$ cat src/rtl/seq_pattern_monitor.sv
// seq_pattern_monitor: locks onto the 000->001->010->111 cycle, flags illegal codes and broken steps, counts laps.
// Optional SEQ_MON_STICKY_EN adds err_clr/err_sticky.
module seq_pattern_monitor #(
  parameter logic [2:0] S0 = 3'b000,
  parameter logic [2:0] S1 = 3'b001,
  parameter logic [2:0] S2 = 3'b010,
  parameter logic [2:0] S3 = 3'b111,
  parameter int LOCK_CNT = 2,
  parameter int LAP_W = 8
) (
  input  logic             clk,
  input  logic             rst,
  input  logic             sample_valid,
  input  logic [2:0]       sample,
`ifdef SEQ_MON_STICKY_EN
  input  logic             err_clr,
  output logic             err_sticky,
`endif
  output logic             locked,
  output logic [2:0]       expected,
  output logic             illegal_pulse,
  output logic             err_pulse,
  output logic [7:0]       err_count,
  output logic             lap_pulse,
  output logic [LAP_W-1:0] lap_count
);
  localparam int GW = $clog2(LOCK_CNT + 1);
  localparam logic [GW-1:0] LC = GW'(LOCK_CNT);
  localparam logic [1:0] ST_SEARCH = 2'd0;
  localparam logic [1:0] ST_TRACK  = 2'd1;
  localparam logic [1:0] ST_LOCKED = 2'd2;
  logic [1:0]    r_st, w_st_n;
  logic [2:0]    r_prev, w_prev_n, r_exp, w_exp_n;
  logic [GW-1:0] r_gc, w_gc_n, w_gc_inc;
  logic          w_ill, w_err, w_lap, w_legal, w_trk;
  logic [7:0]    w_errc_n;
  function automatic logic [2:0] succ(input logic [2:0] x);
    return x == S0 ? S1 : x == S1 ? S2 : x == S2 ? S3 : S0;
  endfunction
  assign w_legal  = sample == S0 || sample == S1 || sample == S2 || sample == S3;
  assign w_trk    = r_st != ST_SEARCH;
  assign w_gc_inc = r_gc + GW'(1);
  always_comb begin
    w_st_n   = r_st;
    w_prev_n = r_prev;
    w_gc_n   = r_gc;
    w_exp_n  = r_exp;
    w_ill    = 1'b0;
    w_err    = 1'b0;
    w_lap    = 1'b0;
    if (sample_valid) begin
      if (!w_legal) begin
        w_ill    = 1'b1;
        w_err    = w_trk;
        w_st_n   = ST_SEARCH;
        w_prev_n = 3'b000;
        w_gc_n   = '0;
        w_exp_n  = 3'b000;
      end else if (w_trk && sample == r_exp) begin
        w_prev_n = sample;
        w_exp_n  = succ(sample);
        w_lap    = r_st == ST_LOCKED && r_prev == S3 && sample == S0;
        if (r_st == ST_TRACK) begin
          w_gc_n = w_gc_inc;
          w_st_n = w_gc_inc == LC ? ST_LOCKED : ST_TRACK;
        end
      end else begin
        // any legal code that is not the predicted successor restarts tracking from it
        w_err    = w_trk;
        w_st_n   = ST_TRACK;
        w_prev_n = sample;
        w_gc_n   = '0;
        w_exp_n  = succ(sample);
      end
    end
  end
`ifdef SEQ_MON_STICKY_EN
  assign w_errc_n = w_err ? (err_clr ? 8'd1 : err_count == 8'hFF ? err_count : err_count + 8'd1)
                          : (err_clr ? 8'd0 : err_count);
  always_ff @(posedge clk or posedge rst)
    if (rst) err_sticky <= 1'b0;
    else     err_sticky <= (w_err || w_ill) ? 1'b1 : err_clr ? 1'b0 : err_sticky;
`else
  assign w_errc_n = w_err && err_count != 8'hFF ? err_count + 8'd1 : err_count;
`endif
  always_ff @(posedge clk or posedge rst) begin
    if (rst) begin
      r_st          <= ST_SEARCH;
      r_prev        <= 3'b000;
      r_gc          <= '0;
      r_exp         <= 3'b000;
      illegal_pulse <= 1'b0;
      err_pulse     <= 1'b0;
      lap_pulse     <= 1'b0;
      err_count     <= 8'd0;
      lap_count     <= '0;
    end else begin
      r_st          <= w_st_n;
      r_prev        <= w_prev_n;
      r_gc          <= w_gc_n;
      r_exp         <= w_exp_n;
      illegal_pulse <= w_ill;
      err_pulse     <= w_err;
      lap_pulse     <= w_lap;
      err_count     <= w_errc_n;
      lap_count     <= w_lap ? lap_count + LAP_W'(1) : lap_count;
    end
  end
  assign locked   = r_st == ST_LOCKED;
  assign expected = r_exp;
endmodule

$ cat config.mk
export PLATFORM = sky130hd
export DESIGN_NAME = seq_pattern_monitor
export DESIGN_NICKNAME = d
export VERILOG_FILES = /design/src/rtl/seq_pattern_monitor.sv
export SDC_FILE = /design/constraint.sdc
export NUM_CORES = 1
export LEC_CHECK = 0
export CAP_MARGIN = 20
export CORE_MARGIN = 10
export CORE_UTILIZATION = 49
export DETAILED_ROUTE_END_ITERATION = 12
export PLACE_DENSITY_LB_ADDON = 0.3
export SYNTH_ARGS = -nofsm -noshare
export SYNTH_HDL_FRONTEND = slang
export SYNTH_SLANG_ARGS = --single-unit
$ cat constraint.sdc
create_clock -name clk -period 3 [get_ports clk]
set_input_delay 0.6 -clock clk [delete_from_list [all_inputs] [get_ports clk]]
set_output_delay 0.6 -clock clk [all_outputs]
set_load 0.05 [all_outputs]
==> impl_metrics.csv, run 1 <==
group,metric,value,unit
outcome,status,"complete, no violations",
drt,wl_per_cell,15.0,um
clock_network,clk_pin_slew,90,ps
place,portBuffers,28,
drt,vias,1072,
grt,grt_pass1_wl,4910,um
grt,grt_start_max_net_pins,30,
critical_path,crit_chain,"clkdlybuf4s50_1 > or4_4 > a21oi_4 > nor2_2 > or4b_1 > a21oi_1",
critical_path,crit_type,"in2reg",
synthesis,ys_top_cells_by_area,"dfrtp_1 (52%), xnor2_1 (7.5%), nand4_1 (3.6%)",
synthesis,yosysMostFrequentCell,"dfrtp_1",
sta,post-route-min-period,2440,ps
drt,firstDrtPassIters,6,
critical_path,critPathMaxStageDelay,550,ps
critical_path,crit_start,"sample[1]",
final_layout,antennaDiodeCount,0,
critical_path,critical-path-top-delay-family,"simple AND/OR/NAND/NOR gates",
floorplanning,start_util,51.0,%
clock_network,htreeDepth,2,
sta,slew_headroom,65.5,%
grt,overflow,0,
floorplanning,dieArea,0.00538,mm2
drt,wl,2840,um
grt,antenna_found_initial,0,
synthesis,async_flop_share,100,%
sta,clock_skew,10.1,ps
place,place_ws,222,ps
grt,grt_usage,11.2,%
critical_path,crit_fanout,8,
pwr,power_switching,0.416,mW
place,dp.final_hpwl,2100,um
sta,rsz0062_at_grt,"false",
clock_network,cts_buffer_depth,2,
final_layout,nets,167,
pwr,p_comb_share,33.6,%
floorplanning,core,0.00273,mm2
final_layout,areaGrowthSynthToFinish,27.2,%
floorplanning,die_w,73.3,um
critical_path,cp.buffers_inverters,1,
critical_path,cp-start-kind,"primary input",
critical_path,crit_path_end_kind,"flip-flop",
pwr,power_density,609,mW/mm2
sta,setup_slack,557,ps
pwr,leakagePower,0.771,nW
clock_network,post_cts_buffers,0,
drt,viasPerCell,5.64,
sta,timing.setup.tns,0,ps
clock_network,holdBufCountCts,0,
critical_path,slowest_stage,"clkdlybuf4s50_1",
clock_network,cts_buffers,5,
synthesis,ys_warn_count,0,
floorplanning,boundaryPins,29,
synthesis,synth_edf_count,0,
sta,fmax,409,MHz
clock_network,cts_tree,"done",
grt,grt_pass1_vias,1061,
synthesis,yosys.area.top_type,"dfrtp_1",
sta,worst_pin_slew,515,ps
pwr,p_int,0.664,mW
clock_network,cts_root_buf,"clkbuf_4",
pwr,p_seq_share,46.2,%
synthesis,ys_seq_area_share,52.1,%
synthesis,syn_inst,124,
sta,period_share,81.4,%
synthesis,synth_top_area_share,52.1,%
sta,setup_viol,0,
worst_hold_path,worstHoldStart,"lap_count[7]$_DFFE_PP0P_",
critical_path,critPathArrivalTime,2690,ps
drt,drc_errors,0,
critical_path,cp.required,3240,ps
pwr,irDropWorstVdd,0.642,mV
worst_hold_path,hp-class,"reg2reg",
pwr,switching_share,38.5,%
pwr,p_clk_share,20.2,%
final_layout,layout-drive-gt1-share,13.2,%
final_layout,fillers,228,
synthesis,ys.flop_type,"dfrtp_1",
synthesis,synth.cell_area,0.00139,mm2
sta,slew_viol_final,0,
run,cap_violations,0,
synthesis,postSynthAreaPerCell,11.2,um2
synthesis,ys_top_cells_by_count,"dfrtp_1 (29), nand2_1 (12), xnor2_1 (12)",
clock_network,ctsResizeCount,0,
clock_network,clk_latency,320,ps
critical_path,worstReg2RegStart,"expected[2]$_DFFE_PP0P_",
clock_network,clock-sinks,29,
synthesis,syn-num-nets,133,
sta,hold_viol_final,0,
place,gp_congestion,0.862,
synthesis,ys_types,36,
synthesis,ys_ff_latch,29,
drt,ant_nets,0,
drt,drt_iter0_drc,39,
floorplanning,rows,19,
floorplanning,die_y,73.3,um
stage by stage:
stage / instance area (um2) / cells / hold slack (ps) / util (%) / power (mW)
floorplan: 1390 / 124 / 455 / - / 0.746
CTS: 1770 / 190 / 480 / 64.9 / 1.09
finish: 1770 / 190 / 473 / 64.9 / 1.08
global route: 1770 / 190 / 506 / 64.9 / 1.14
detailed placement: 1720 / 182 / 462 / 63.0 / 0.874
global placement: 1720 / 182 / 463 / 63.0 / 0.866
sequential cells by signal, summed over array words and instances, names as in the netlist:
register       count
r_gc               2
err_count          8
expected           3
lap_count          8
illegal_pulse      1
r_prev             3
err_pulse          1
lap_pulse          1
r_st               2
cells by family after synthesis:
logic type | share of synthesized area (%)
adders and majority gates | 2.69
buffers and inverters | 2.60
xor gates and xnor gates | 10.1
and+or+nand+nor | 20.1
AOI/OAI and AO/OA | 10.1
muxes | 2.42
DFF | 52.1
layer usage:
metal	up-vias	part of all wire (%)	track usage, %	wire length, um
met5	-	0	0	0
met4	0	2.0	4.35	56
met3	8	8.6	4.44	244
met2	32	49	17.6	1390
met1	514	41	13.4	1160
li1	518	-	-	-
power groups by stage:
stage	registers [mW]	clock network (mW)	logic, mW
after floorplan	0.635	0	0.111
after global placement	0.504	0	0.362
after detailed placement	0.507	0	0.367
after CTS	0.500	0.227	0.367
after global routing	0.509	0.241	0.389
final	0.499	0.218	0.362
cell usage in the layout (no fill, tap or decap), drive strengths merged, types with 2 or more instances in the layout:
cell / instances
and4: 2
inv: 4
o31ai: 2
or2: 3
o2bb2ai: 3
nand4: 8
dfrtp: 29
mux2: 3
a22o: 2
xnor2: 12
nand2: 12
nand3: 4
buf: 4
o21ai: 4
clkinv: 2
clkdlybuf4s50: 28
and3: 4
nor2: 3
nor4: 2
a21oi: 3
ha: 3
xor2: 4
clkbuf: 6
final timing paths:
check	end	slack, ps	depth (start not counted)
setup / recovery	r_gc[0]$_DFFE_PP0P_	560	6
max in group asynchronous	r_st[0]$_DFFE_PP0P_	2100	3
hold / removal	lap_count[7]$_DFFE_PP0P_	470	1
min in group asynchronous	lap_count[7]$_DFFE_PP0P_	630	3
setup reg to reg	r_gc[0]$_DFFE_PP0P_	920	5
hold reg to reg	lap_count[7]$_DFFE_PP0P_	470	1
cell type report:
class                   instances  area, um2  share of cell area [%]
repair buffers                 32        310                    17.5
flip-flops and latches         29        726                    40.9
clock inverters                 2       10.0                   0.565
inverters                       4       15.0                   0.847
clock buffers                   6       41.3                    2.33
well taps                      31       38.8                    2.19
multi-input cells              86        632                    35.6
No activity file was read; power rests on OpenSTA's default activity.
==> run 2: changes to the inputs <==
Clock period 3 ns to 2.36 ns, I/O delays scaled along.
==> impl_metrics.csv, run 2 (synthesis gave the netlist of run 1 again) <==
group,metric,value,unit
outcome,status,"complete, no violations",
drt,wl_per_cell,16.0,um
drt,ant_nets,0,
critical_path,crit_fanout,6,
final_layout,layout-drive-gt1-share,16.4,%
critical_path,crit_path_end_kind,"output port",
critical_path,crit_chain,"nor2b_1 > clkdlybuf4s50_1",
sta,slew_headroom,66.1,%
sta,setup_slack,159,ps
final_layout,final_common_cell,"dfrtp_1",
floorplanning,rows,19,
place,dp.final_hpwl,2300,um
final_layout,antennaDiodeCount,0,
drt,drt_iter0_drc,61,
sta,rsz0062_at_grt,"false",
drt,firstDrtPassIters,4,
drt,vias,1071,
grt,grt_pass1_vias,1090,
pwr,leakagePower,0.800,nW
clock_network,cts_buffer_depth,2,
critical_path,crit_type,"reg2out",
clock_network,cts_tree,"done",
floorplanning,boundaryPins,29,
worst_hold_path,hp-class,"reg2reg",
pwr,finalPower,1.39,mW
final_layout,final_core_util,66.5,%
sta,setup_viol,0,
clock_network,cts_root_buf,"clkbuf_4",
floorplanning,die_w,73.3,um
floorplanning,core,0.00273,mm2
sta,slew_viol_final,0,
grt,antenna_found_initial,0,
floorplanning,start_util,51.0,%
sta,worst_pin_slew,507,ps
final_layout,reg_top3,"err_count (8), lap_count (8)",
clock_network,clock-sinks,29,
final_layout,fin_cells,196,
critical_path,cp-start-kind,"flip-flop",
clock_network,cts_buffers,5,
run,cap_violations,0,
sta,hold_viol_final,0,
clock_network,htreeDepth,2,
place,gp_congestion,0.867,
grt,grt_start_max_net_pins,30,
sta,period_share,93.3,%
clock_network,clk_latency,320,ps
final_layout,nets,173,
place,portBuffers,28,
clock_network,post_cts_buffers,0,
drt,drc_errors,0,
grt,grt_usage,11.9,%
clock_network,clk_pin_slew,90,ps
grt,grt_pass1_wl,5090,um
sta,fmax,454,MHz
drt,wl,3130,um
pwr,irDropWorstVdd,0.915,mV
clock_network,holdBufCountCts,0,
final_layout,mostFrequentLayoutCells,"dfrtp_1 (29), clkdlybuf4s50_1 (28), nand2_1 (12), xnor2_1 (12), buf_4 (10)",
sta,timing.setup.tns,0,ps
grt,overflow,0,
critical_path,critPathMaxStageDelay,820,ps
sta,clock_skew,6.46,ps
critical_path,slowest_stage,"clkdlybuf4s50_1",
drt,viasPerCell,5.46,
sta,post-route-min-period,2200,ps
floorplanning,die_y,73.3,um
clock_network,ctsResizeCount,0,
pwr,power_density,763,mW/mm2
place,place_ws,-125,ps
floorplanning,dieArea,0.00538,mm2
critical_path,critPathArrivalTime,1730,ps
place,dp_cells,188,
critical_path,cp.required,1890,ps
final_layout,areaGrowthSynthToFinish,30.4,%
[run 2: changes by cell type in the layout (fill, tap and decap cells not counted), sizes merged]
| cell | previous run | this run |
|---|---|---|
| buf | 4 | 10 |
[run 2: per-layer routing]
metal | vias to the layer above | routed length [um] | global-route usage (%)
li1 | 526 | - | -
met1 | 519 | 1300 | 12.7
met2 | 19 | 1580 | 20.1
met3 | 7 | 198 | 4.71
met4 | 0 | 48 | 5.38
met5 | - | 0 | 0
[run 2: metrics by stage]
stage          hold slack [ps]  instance area (um2)
6_report                   483                 1820
5_1_grt                    505                 1820
4_1_cts                    490                 1820
3_5_place_dp               477                 1770
3_3_place_gp               467                 1770
2_1_floorplan              455                 1390
[run 2: cell type report]
| type | count | area [um2] |
|---|---|---|
| Sequential cell | 29 | 726 |
| Inverter | 4 | 15.0 |
| Clock buffer | 6 | 41.3 |
| Timing Repair Buffer | 38 | 355 |
| Multi-Input combinational cell | 86 | 632 |
| Fill cell | 224 | 916 |
| Tap cell | 31 | 38.8 |
| Clock inverter | 2 | 10.0 |
[run 2: final timing paths]
kind                                       endpoint  depth (start not counted)                     start  slack, ps
max in group asynchronous   illegal_pulse$_DFF_PP0_                          3                       rst       1570
min in group asynchronous  lap_count[6]$_DFFE_PP0P_                          3                       rst        520
min reg2reg                lap_count[7]$_DFFE_PP0P_                          1  lap_count[7]$_DFFE_PP0P_        480
max reg2reg                     r_gc[1]$_DFFE_PP0P_                          5   expected[2]$_DFFE_PP0P_        300
min                        lap_count[7]$_DFFE_PP0P_                          1  lap_count[7]$_DFFE_PP0P_        480
max                                          locked                          2       r_st[1]$_DFFE_PP0P_        160
[run 2: worst max-delay path, delay by kind of cell, from the launching register on]
kind                   cells  cell delay (ps)
buffers and inverters      1              820
DFF                        1              420
and+or+nand+nor            1              170
[run 2: report_power, final]
group          leakage, nW  total (mW)  internal [mW]  switching (mW)
clock network       0.0320       0.279          0.113           0.166
logic                0.382       0.471          0.177           0.294
registers            0.387       0.638          0.559          0.0788
==> RTL edit 1, RTL diff (config.mk and constraints of run 2) <==
Change the parameter `LAP_W` from 8 to 12.
--- a/src/rtl/seq_pattern_monitor.sv
+++ b/src/rtl/seq_pattern_monitor.sv
@@ -7,5 +7,5 @@
   parameter logic [2:0] S3 = 3'b111,
   parameter int LOCK_CNT = 2,
-  parameter int LAP_W = 8
+  parameter int LAP_W = 12
 ) (
   input  logic             clk,
Ports: changed (resized lap_count); port bits go from 29 to 33. No check against the original RTL was run, so the function may have changed too.
==> RTL edit 1 against run 2 <==
Wire length grew 14%; worst hold slack lost 11 ps; worst setup slack gained 48 ps; total power grew 13%; synthesized area grew 15%; cell area grew 18%; sequential cell count grew 4; sequential share of layout area shrank 1.3 points; largest power group unchanged.
==> RTL edit 1: results (changes against run 2) <==
* Status: completed (unchanged)
* Largest net degree at the start of global routing at 34 (was 30)
* Nonclk buf count at 50 (was 38)
* RePlAce Congestion at 0.850 (was 0.867)
* Layout clock buffer count at 7 (was 6)
* Switching portion of total power at 37.6% (was 38.8%)
* Multi-input gate count at 103 (was 86)
* Reg2Reg Capture Point: lap_count[9] (was r_gc[1])
* DRT iter0 DRCs at 115 (was 61)
* IO Port Bufs at 32 (was 28)
* Detailed-route wire length per cell at 14.6 µm (was 16.0 µm)
* Hold WS at 472 ps (was 483 ps)
* Synth area leaders: dfrtp_1 (52%), xnor2_1 (8.2%), nand4_1 (3.9%) (was dfrtp_1 (52%), xnor2_1 (7.5%), nand4_1 (3.6%))
* Die area at 5950 µm² (was 5380 µm²)
* Placed cell area at 2080 µm² (was 1770 µm²)
* Syn_nets at 158 (was 133)
* Setup slack at placement at -112 ps (was -125 ps)
* Clock sink count at 33 (was 29)
* FF-to-FF setup slack at 350 ps (was 300 ps)
* ClkCell Share at 2.57% (was 2.82%)
* Final #Nets at 210 (was 173)
* Area Overhead vs Synth at 34.0% (was 30.4%)
* Synth cell types at 35 (was 36)
* Biggest regs: lap_count: 12 flops, err_count: 8 flops (was err_count: 8 flops, lap_count: 8 flops)
* Worst Skew at 3.06 ps (was 6.46 ps)
* Non-CTS inverters at 8 (was 4)
* Register area at 826 µm² (was 726 µm²)
* Top cells by count, synth: dfrtp_1 (33), xnor2_1 (15), nand2_1 (14) (was dfrtp_1 (29), nand2_1 (12), xnor2_1 (12))
* Worst path arrival time at 1680 ps (was 1730 ps)
* Gr usage total at 12.6% (was 11.9%)
* Reg2reg start: expected[1] (was expected[2])
* Tmin final at 2150 ps (was 2200 ps)
* HP Start: lap_count[11] (was lap_count[7])
* Fraction of the yosys area taken by sequential cells at 51.7% (was 52.1%)
* Critical Path End: expected[0] (was locked)
* Leakage at 0.969 nW (was 0.800 nW)
* Met3 Track Usage GR at 5.13% (was 4.71%)
-- RTL edit 1: cell count changes in the layout (fill, tap and decap cells not counted), moves of 4 or more --
| cell | run 2 | this run |
|---|---|---|
| dfrtp_1 | 29 | 33 |
| nor4_1 | 0 | 4 |
| buf_4 | 10 | 18 |
| inv_1 | 4 | 8 |
| o22ai_1 | 0 | 4 |
-- RTL edit 1: kinds of logic (layout without fill, tap and decap cells) --
logic type	after synthesis	after routing	synth area share, %
mux	4	4	2.82
compound gates	17	17	6.81
xor+xnor	23	23	13.1
buf+inv	13	65	3.60
simple gates	56	56	19.7
fa+ha+maj	3	3	2.35
flops	33	33	51.7
-- RTL edit 1: power groups by stage --
stage | registers [mW] | clock network, mW | logic (mW)
5_1_grt | 0.732 | 0.361 | 0.567
3_3_place_gp | 0.721 | 0 | 0.524
4_1_cts | 0.717 | 0.332 | 0.537
2_1_floorplan | 0.917 | 0 | 0.142
3_5_place_dp | 0.728 | 0 | 0.536
6_report | 0.718 | 0.318 | 0.530
==> RTL edit 2, RTL diff (config.mk and constraints of run 2) <==
Made on the original files. Register the inputs `sample_valid` and `sample` before use. The logic sees them one clock later.
--- a/src/rtl/seq_pattern_monitor.sv
+++ b/src/rtl/seq_pattern_monitor.sv
@@ -30,4 +30,13 @@
   localparam logic [1:0] ST_TRACK  = 2'd1;
   localparam logic [1:0] ST_LOCKED = 2'd2;
+
+  logic sample_valid_q;
+  logic [2:0] sample_q;
+
+  always_ff @(posedge clk) begin
+    sample_valid_q <= sample_valid;
+    sample_q       <= sample;
+  end
+
   logic [1:0]    r_st, w_st_n;
   logic [2:0]    r_prev, w_prev_n, r_exp, w_exp_n;
@@ -38,5 +47,5 @@
     return x == S0 ? S1 : x == S1 ? S2 : x == S2 ? S3 : S0;
   endfunction
-  assign w_legal  = sample == S0 || sample == S1 || sample == S2 || sample == S3;
+  assign w_legal  = sample_q == S0 || sample_q == S1 || sample_q == S2 || sample_q == S3;
   assign w_trk    = r_st != ST_SEARCH;
   assign w_gc_inc = r_gc + GW'(1);
@@ -49,5 +58,5 @@
     w_err    = 1'b0;
     w_lap    = 1'b0;
-    if (sample_valid) begin
+    if (sample_valid_q) begin
       if (!w_legal) begin
         w_ill    = 1'b1;
@@ -57,8 +66,8 @@
         w_gc_n   = '0;
         w_exp_n  = 3'b000;
-      end else if (w_trk && sample == r_exp) begin
-        w_prev_n = sample;
-        w_exp_n  = succ(sample);
-        w_lap    = r_st == ST_LOCKED && r_prev == S3 && sample == S0;
+      end else if (w_trk && sample_q == r_exp) begin
+        w_prev_n = sample_q;
+        w_exp_n  = succ(sample_q);
+        w_lap    = r_st == ST_LOCKED && r_prev == S3 && sample_q == S0;
         if (r_st == ST_TRACK) begin
           w_gc_n = w_gc_inc;
@@ -69,7 +78,7 @@
         w_err    = w_trk;
         w_st_n   = ST_TRACK;
-        w_prev_n = sample;
+        w_prev_n = sample_q;
         w_gc_n   = '0;
-        w_exp_n  = succ(sample);
+        w_exp_n  = succ(sample_q);
       end
     end
Function: changed (a bounded check fails within 4 cycles, from zero or initial values and one cycle with rst high).
==> RTL edit 2 against run 2 <==
Synthesized area up 11%; sequential cell count is 4 higher; wire length shrank 1.6%; worst setup slack better by 68 ps; cell count rose by 7.7%; core utilization shrank 3.5 points; sequential power up 12%; total power up 11%; cell area is 4.9% higher; largest cell class unchanged.
==> RTL edit 2: results (changes against run 2) <==
* Status: completed (unchanged)
* Multi-input gate count at 88 (was 86)
* Compound-Gate Fraction of Synth Area at 5.69% (was 10.1%)
* Syn_nets at 144 (was 133)
* Nonclk buf count at 30 (was 38)
* Worst skew pair latency at 340 ps (was 320 ps)
* DRT iter0 DRCs at 72 (was 61)
* Leakage at 0.890 nW (was 0.800 nW)
* Hold WS at 484 ps (was 483 ps)
* NonClk Buf Share at 15.6% (was 19.5%)
* First-pass GRT wire length at 5470 µm (was 5090 µm)
* ClkCell Share at 3.08% (was 2.82%)
* Worst Skew at 6.65 ps (was 6.46 ps)
* Non-Filler Instances at 211 (was 196)
* Multi-input gate area at 659 µm² (was 632 µm²)
* Placed Instances at 203 (was 188)
* Fraction of the yosys area taken by sequential cells at 52.3% (was 52.1%)
* Max VDD drop at 410 µV (was 915 µV)
* Async SR Flop Fraction at 87.9% (was 100%)
* Reg power frac at 46.6% (was 46.0%)
* Synth cell types at 39 (was 36)
* Non-CTS inverters at 8 (was 4)
* Placed cell area at 1850 µm² (was 1770 µm²)
* Number of global-route vias before repair at 1,161 (was 1,090)
* Final #Nets at 175 (was 173)
* Setup slack at placement at 439 ps (was -125 ps)
* Fraction of synthesized cell area in xor and xnor cells at 10.7% (was 10.1%)
* Critical Path Max Stage Delay at 850 ps (was 820 ps)
* Combinational power share at 31.9% (was 33.9%)
* CORE AREA at 3030 µm² (was 2730 µm²)
* Max_slew headroom at 65.6% (was 66.1%)
* Layout clock buffer count at 8 (was 6)
* Fraction of area in registers at 42.3% (was 39.9%)
* Top cells by count, synth: dfrtp_1 (29), nand2_1 (10), xnor2_1 (9) (was dfrtp_1 (29), nand2_1 (12), xnor2_1 (12))
* Mean number of vias per cell at 5.28 (was 5.46)
* Tmin final at 2130 ps (was 2200 ps)
* RePlAce Congestion at 0.779 (was 0.867)
* FF-to-FF setup slack at 470 ps (was 300 ps)
* Synth Area in Adders at 2.44% (was 2.69%)
* Detailed-route wire length per cell at 14.6 µm (was 16.0 µm)
* Pwr Density at 807 nW/µm² (was 763 nW/µm²)
* Detailed Place HPWL at 2280 µm (was 2300 µm)
* Post-Syn Area per Cell at 11.4 µm² (was 11.2 µm²)
* Multi-input combinational area share at 34.6% (was 34.8%)
* Post-synthesis mux area share at 3.90% (was 2.42%)
* Pint at 0.957 mW (was 0.849 mW)
* # fillers at 267 (was 224)
* Number of CTS-inserted buffers at 5 (unchanged)
* Clock sink count at 33 (was 29)
* Synth area leaders: dfrtp_1 (47%), dfxtp_1 (5.2%), xnor2_1 (5.1%) (was dfrtp_1 (52%), xnor2_1 (7.5%), nand4_1 (3.6%))
RTL edit 2: cell count changes in the layout (fill, tap and decap cells not counted), moves of 3 or more:
cell / before / now
nor3_1: 0 / 3
buf_4: 10 / 2
o2bb2ai_1: 3 / 0
o22ai_1: 0 / 4
xor2_1: 4 / 8
xnor2_1: 12 / 9
inv_1: 4 / 8
dfxtp_1: 0 / 4
RTL edit 2: metal layers:
layer  global-route usage [%]  vias up  wire [µm]
met1                     12.0      543       1200
met4                     5.02        0         74
met5                        0        -          0
met2                     19.4       32       1600
met3                     5.31        9        202
li1                         -      530          -
RTL edit 2: worst paths after layout:
path,cells past startpoint,start,endpoint
setup / recovery,1,err_count[2],err_count[2]
hold / removal,1,r_gc[1],r_gc[1]
setup reg to reg,4,expected[1],lap_count[1]
hold reg to reg,1,r_gc[1],r_gc[1]
max in group asynchronous,3,rst,r_prev[2]
min in group asynchronous,3,rst,lap_count[7]
